==> src/rtl/regs_bank_v2.sv <==
// Register group: program counter, jump register, double-buffered output register and a sampled
// input register, with a priority-muxed load bus. Define REGS_BANK_BUSERR_EN for the conflict monitor.
module regs_bank_v2 #(
  parameter int unsigned W     = 4,
  parameter int unsigned N     = 2,
  parameter int unsigned SEL_W = 1
) (
  input  logic             CLK,
  input  logic             RST,
  input  logic [W-1:0]     STOREBUS,
  input  logic [SEL_W-1:0] ST_SEL,
  input  logic             JR_ST,
  input  logic             OR_ST,
  input  logic             OR_COMMIT,
  input  logic             PC_LD,
  input  logic             PC_INC,
  input  logic [SEL_W-1:0] LD_SEL,
  input  logic             JR_OUT,
  input  logic             IR_OUT,
  input  logic             ERR_CLR,
  input  logic [N*W-1:0]   IR,
  output logic [W-1:0]     LOADBUS,
  output logic             LD_VLD,
  output logic [N*W-1:0]   PA,
  output logic             PC_WRAP,
  output logic [N*W-1:0]   OR,
  output logic             OR_UPD,
  output logic             IR_CHG,
  output logic             BUS_ERR
);

  localparam int unsigned WA = N * W;

  logic [WA-1:0] pc_q, jr_q, jr_d, stg_q, stg_d, or_q, ir_q;
  logic          wrap_q, or_upd_q, ir_chg_q, armed_q;
  logic [W-1:0]  jr_nib, ir_nib, ld_data;

  // Nibble writes and reads; indices outside 0..N-1 never match, so they are ignored / read 0.
  always_comb begin
    jr_d   = jr_q;
    stg_d  = stg_q;
    jr_nib = '0;
    ir_nib = '0;
    for (int k = 0; k < int'(N); k++) begin
      if (JR_ST && ST_SEL == SEL_W'(k)) jr_d[k*W +: W] = STOREBUS;
      if (OR_ST && ST_SEL == SEL_W'(k)) stg_d[k*W +: W] = STOREBUS;
      if (LD_SEL == SEL_W'(k)) begin
        jr_nib = jr_q[k*W +: W];
        ir_nib = ir_q[k*W +: W];
      end
    end
  end

  always_comb begin
    ld_data = '0;
    if (JR_OUT)      ld_data = jr_nib;
    else if (IR_OUT) ld_data = ir_nib;
  end

  assign LOADBUS = ld_data;
  assign LD_VLD  = JR_OUT | IR_OUT;

  always_ff @(posedge CLK or negedge RST) begin
    if (!RST) begin
      pc_q     <= '0;
      jr_q     <= '0;
      stg_q    <= '0;
      or_q     <= '0;
      ir_q     <= '0;
      wrap_q   <= 1'b0;
      or_upd_q <= 1'b0;
      ir_chg_q <= 1'b0;
      armed_q  <= 1'b0;
    end else begin
      jr_q  <= jr_d;
      stg_q <= stg_d;
      // Commit uses the next staging value so a same-cycle OR_ST writes through.
      if (OR_COMMIT) or_q <= stg_d;
      or_upd_q <= OR_COMMIT;
      if (PC_LD) begin
        pc_q   <= jr_q;
        wrap_q <= 1'b0;
      end else if (PC_INC) begin
        pc_q   <= pc_q + WA'(1);
        wrap_q <= &pc_q;
      end else begin
        wrap_q <= 1'b0;
      end
      ir_q     <= IR;
      // First edge after reset only primes ir_q; no change pulse.
      ir_chg_q <= armed_q && (IR != ir_q);
      armed_q  <= 1'b1;
    end
  end

  assign PA      = pc_q;
  assign PC_WRAP = wrap_q;
  assign OR      = or_q;
  assign OR_UPD  = or_upd_q;
  assign IR_CHG  = ir_chg_q;

`ifdef REGS_BANK_BUSERR_EN
  logic err_q, st_bad, ld_bad, err_set;

  assign st_bad  = 32'(ST_SEL) >= N;
  assign ld_bad  = 32'(LD_SEL) >= N;
  assign err_set = (JR_OUT & IR_OUT) | ((JR_ST | OR_ST) & st_bad) | ((JR_OUT | IR_OUT) & ld_bad);

  always_ff @(posedge CLK or negedge RST) begin
    if (!RST) begin
      err_q <= 1'b0;
    end else begin
      err_q <= err_set | (err_q & ~ERR_CLR);
    end
  end

  assign BUS_ERR = err_q;
`else
  logic unused_err_clr;
  assign unused_err_clr = ERR_CLR;
  assign BUS_ERR        = 1'b0;
`endif

endmodule
==> config.mk <==
export PLATFORM = sky130hd
export DESIGN_NAME = regs_bank_v2
export DESIGN_NICKNAME = d
export VERILOG_FILES = /design/src/rtl/regs_bank_v2.sv
export SDC_FILE = /design/constraint.sdc
export NUM_CORES = 1
export LEC_CHECK = 0
export CORE_MARGIN = 2
export CORE_UTILIZATION = 49
export CTS_CLUSTER_SIZE = 28
export DETAILED_ROUTE_END_ITERATION = 12
export DONT_BUFFER_PORTS = 1
export PLACE_DENSITY = 0.66
export SYNTH_ARGS = -nofsm -noshare
export SYNTH_HDL_FRONTEND = slang
export SYNTH_SLANG_ARGS = --single-unit
==> constraint.sdc <==
create_clock -name CLK -period 1.2 [get_ports CLK]
set_input_delay 0.24 -clock CLK [delete_from_list [all_inputs] [get_ports CLK]]
set_output_delay 0.24 -clock CLK [all_outputs]
set_load 0.02 [all_outputs]
# Word-level counts from Yosys, hierarchy flattened

Cells that the tools add are included.

Flip-flop bits (word level): 44
Latch bits: 0
Memory bits (writable): 0
Memory bits (read-only): 0
Output and inout bits: 25
Logic and storage cells: 31
Memories kept: 0

$add $sub $neg: 1
Multiply operators: 0
Divide/modulo/power cells: 0
$lt $le $gt $ge: 0
Eq/ne operators: 1
Shift-type cells: 0
Mux-type cells: 10
Bitwise operators: 2
Reductions and logical operators: 7

Operators by type and width:

| kind                | count |
|---|---|
| $mux 4              | 6 |
| $mux 8              | 2 |
| $add 8x1->8 const B | 1 |
| $ne 8x8->1          | 1 |
| $reduce_and 8->1    | 1 |
| $logic_and 1x1->1   | 5 |
| $mux 1              | 2 |
| $reduce_bool 2->1   | 1 |
| $not 1->1           | 1 |
| $or 1x1->1          | 1 |

# Depth between registers and ports, before layout

Depth in word-level cells: 3
Mapped depth: 4
Gate-level depth less buffers: 4

# Worst setup path before layout

OpenSTA, ideal clock, no wires.

Kind: register to register
From: reg pc_q[0], in the netlist PA[0]
To: reg pc_q[6], in the netlist PA[6]
Setup time: 0.069 ns
Arrival: 1.348 ns
Setup slack: -0.217 ns
Stages on the path, launching flop included: 5
Clock period less this slack: 1.417 ns
Cell sequence: dfrtp_1 -> ha_1 -> nand2_1 -> or4_1 -> nand3_1

Longest elaborated chain between the ends: 3

Ends and longest elaborated chain:

| what                   | line | source |
|---|---|---|
| from (decl)            | 34   | `logic [WA-1:0] pc_q, jr_q, jr_d, stg_q, stg_d, or_q, ir_q;` |
| from (signal assigned) | 81   | `pc_q <= jr_q;` |
| from (signal assigned) | 84   | `pc_q <= pc_q + WA'(1);` |
| $add 8x1->8            | 84   |  |
| $mux 8                 | 83   | `end else if (PC_INC) begin` |
| $mux 8                 | 80   | `if (PC_LD) begin` |

Every way passes these cells. The select of a mux whose other input is x is not followed.
A chain may end at the register's enable or synchronous reset.

# Final worst setup path

From: reg jr_q[6]
To: out LOADBUS[2]

Longest elaborated chain between the ends: 2

Ends and longest elaborated chain:

| what                   | line | source |
|---|---|---|
| from (decl)            | 34   |  |
| from (signal assigned) | 75   | `jr_q <= jr_d;` |
| $mux 4                 | 47   | `if (LD_SEL == SEL_W'(k)) begin` |
| $mux 4                 | 56   | `if (JR_OUT) ld_data = jr_nib;` |
| to (decl)              | 22   | `output logic [W-1:0] LOADBUS,` |

Every way passes these cells.

==> impl_metrics.py <==
metrics = {
    "worst_setup_path": {
        "path_cells": "a22oi_1, a21oi_1, buf_4",
        "cp.required_ps": 960,
        "r2r_end": "PA[6]",
        "path_class": "reg2out",
        "endpoint_kind": "primary output",
        "rr_startpoint": "PA[1]",
        "path_depth": 3,
        "cp_slowest_stage_delay_ps": 420,
        "cpMaxStageDelayCell": "dfrtp_1",
        "arrival_ps": 1170,
        "cp-start-kind": "flop",
        "critical_path.top_delay_family": "flip-flops",
        "reg2reg_slack_ps": -60,
        "cp_max_fo": 3,
        "ff2ff_path_depth": 4,
        "crit_buf_inv": 1,
    },
    "cts": {
        "cts_root_buf": "clkbuf_8",
        "cts_buffers": 5,
        "ctsHtreeMaxLevel": 2,
        "insertion_delay_ps": 300,
        "clockBufferDepth": 2,
        "cts_tree": "done",
        "clk_pin_slew_worst_paths_ps": 80,
        "clkSinkCount": 44,
    },
    "routing": {
        "wire_per_inst_um": 16.2,
        "wl_met1_um": 1630,
        "drcViolationCount": 0,
        "top_layer_used": "met4",
        "ant_nets": 0,
        "wl_met3_um": 211,
        "vias": 1240,
        "finalWirelength_um": 3840,
        "drtPass1Iterations": 4,
        "route.met2.wl_um": 1970,
        "vias_per_cell": 5.23,
        "drt_iter0_drc": 34,
    },
    "pwr": {
        "pwr-share-comb_pct": 22.5,
        "power.share.switching_pct": 29.0,
        "vdd_drop_max_mv": 1.05,
        "pwr-share-seq_pct": 51.5,
        "p_per_area_mw_per_mm2": 1490,
        "clkPwrFrac_pct": 26.0,
        "p_switching_mw": 1.08,
        "intPower_mw": 2.64,
        "p_leak_nw": 1.08,
    },
    "global_routing": {
        "grt_max_degree": 45,
        "grt_pass1_wl_um": 6110,
        "gr-total-overflow": 0,
        "grt_usage_pct": 18.8,
        "antenna_found_initial": 0,
        "grt_pass1_vias": 1317,
    },
    "yosys": {
        "synth_area_leaders": "dfrtp_1 (58%), mux2_2 (16%), xor2_1 (5.1%), nand2_1 (3.0%), o21ai_0 (2.9%)",
        "synth_top_family_by_area": "multiplexers",
        "synth_cells": 149,
        "muxShareOfSynthArea_pct": 18.1,
        "synth_adder_area_share_pct": 0.658,
        "ys_types": 25,
        "yosys.area.top_type": "dfrtp_1",
        "synth_warnings": 0,
        "syn-cell-area_sq_mm": 0.00190,
        "synth_top_cell_area_share_pct": 57.9,
        "synth-simple-area-share_pct": 11.1,
        "synth_seq_cells": 44,
        "synth_nets": 174,
        "synth_seq_area_share_pct": 57.9,
        "synth.avg_cell_area_sq_um": 12.8,
        "synthXorXnorAreaFrac_pct": 5.53,
        "synth_compound_area_share_pct": 4.41,
    },
    "floorplanning": {
        "die-area_sq_mm": 0.00439,
        "num_rows": 22,
        "core_region_area_sq_mm": 0.00369,
        "start_util_pct": 51.5,
        "die_y_um": 66.3,
        "dieWidth_um": 66.3,
        "io_pins": 49,
    },
    "sta": {
        "setup_viol": 8,
        "whs_ps": -372,
        "grt_setup_unrepaired": "yes",
        "finalCriticalPeriod_ps": 1410,
        "hold_violations": 44,
        "min_period_over_period_pct": 117,
        "skew_ps": 5.46,
        "fmax_ghz": 0.710,
        "slew_viol_final": 0,
        "layout_setup_ws_ps": -208,
    },
    "cells_and_area": {
        "fillerInstances": 273,
        "final_area_sq_mm": 0.00249,
        "drive_gt1_share_pct": 46.0,
        "syn_to_final_growth_pct": 31.3,
        "diodes": 0,
        "final_common_cell": "dfrtp_1",
        "mostFrequentLayoutCells": "dfrtp_1 (38), mux2_2 (24), buf_4 (22)",
        "nets": 213,
        "multiInputGateArea_sq_um": 896,
        "register_area_sq_mm": 0.00111,
        "finalNonFillerCells": 237,
    },
    "placed_design": {
        "gp_congestion": 0.726,
        "dp_hpwl_um": 2560,
        "portBuffers": 0,
        "placed_cell_area_sq_mm": 0.00206,
        "preCtsSetupSlack_ps": -20.4,
        "dp.cells": 205,
    },
    "run_status": {
        "violations": "negative hold slack, negative setup slack",
        "run_status": "finished with violations",
    },
    "job": {
        "drv_cap": 0,
    },
    "worst_hold_path": {
        "hold_path_class": "in2async",
    },
}
==> cells by family (layout without fill, tap and decap cells) <==
group / count (synthesis) / in the layout
buf+inv: 6 / 46
simple gates: 38 / 38
compound gates: 15 / 15
xor+xnor: 12 / 12
flops: 44 / 44
fa+ha+maj: 1 / 1
other cells: 2 / 2
mux: 31 / 31
==> worst max path at each step <==
stage,from,end,slack (ps)
after floorplan,PA[0],PA[6],-60
after global placement,PA[0],PA[6],30
after detailed placement,PA[0],PA[6],-20
after CTS,jr_q[2],LOADBUS[2],-190
after global routing,jr_q[2],LOADBUS[2],-280
final,jr_q[6],LOADBUS[2],-210
==> synthesized netlist by cell type <==
cell type  instances
nand4_2            1
ha_1               1
clkbuf_1           2
mux2i_1            4
a21oi_1            1
a22oi_1            1
buf_4              3
a21boi_0           1
nand4_1            3
or4_1              3
nor4_1             3
conb_1             2
buf_2              1
mux2_2            27
a221oi_1           1
o21ai_0           11
dfrtp_1           44
nand3_1            5
nor2b_1            5
xor2_1            11
nand2b_1           1
xnor2_1            1
or2_2              1
nand2_1           15
nand2b_4           1
==> timing repair <==
item	in CTS	in global routing
pin swaps	2	3
buffers inserted	10	4
hold buffers	9	1
hold endpoints to repair	53	45
gates cloned	0	0
setup endpoints to repair	8	12
resized for setup	16	14
==> state kept, by name (all words and copies together) (netlist names) <==
| name | count |
|---|---|
| stg_q | 8 |
| ir_q | 8 |
| PC_WRAP | 1 |
| armed_q | 1 |
| OR_UPD | 1 |
| IR_CHG | 1 |
| jr_q | 8 |
| PA | 8 |
| OR | 8 |
==> power groups by stage <==
stage	Sequential [mW]	Clock [mW]	Combinational [mW]
detailed placement	1.95	0	0.583
finish	1.92	0.969	0.837
CTS	1.92	0.988	0.754
global placement	1.94	0	0.567
floorplan	1.98	0	0.362
global route	1.94	1.05	0.905
==> stage by stage <==
stage / power (mW) / TNS, ps / utilization, %
2_1_floorplan: 2.34 / -64.7 / -
3_3_place_gp: 2.51 / 0 / 55.9
3_5_place_dp: 2.54 / -20.4 / 55.9
4_1_cts: 3.66 / -841 / 64.9
5_1_grt: 3.90 / -1120 / 67.6
6_report: 3.73 / -829 / 67.6
==> metal layers <==
layer  vias up  global-route usage [%]
met5         -                       0
met4         0                    6.12
met3         5                    6.30
met2        29                    31.0
met1       608                    23.1
li1        598                       -
==> area by class of cell <==
type / count / area share [%]
timing repair buffer: 38 / 13.3
clock buffer: 6 / 3.31
clock inverter: 2 / 0.602
tap: 48 / 2.41
sequential: 44 / 44.4
multi-input combinational: 99 / 35.9
Note: power is estimated with default switching activity, not from simulation.
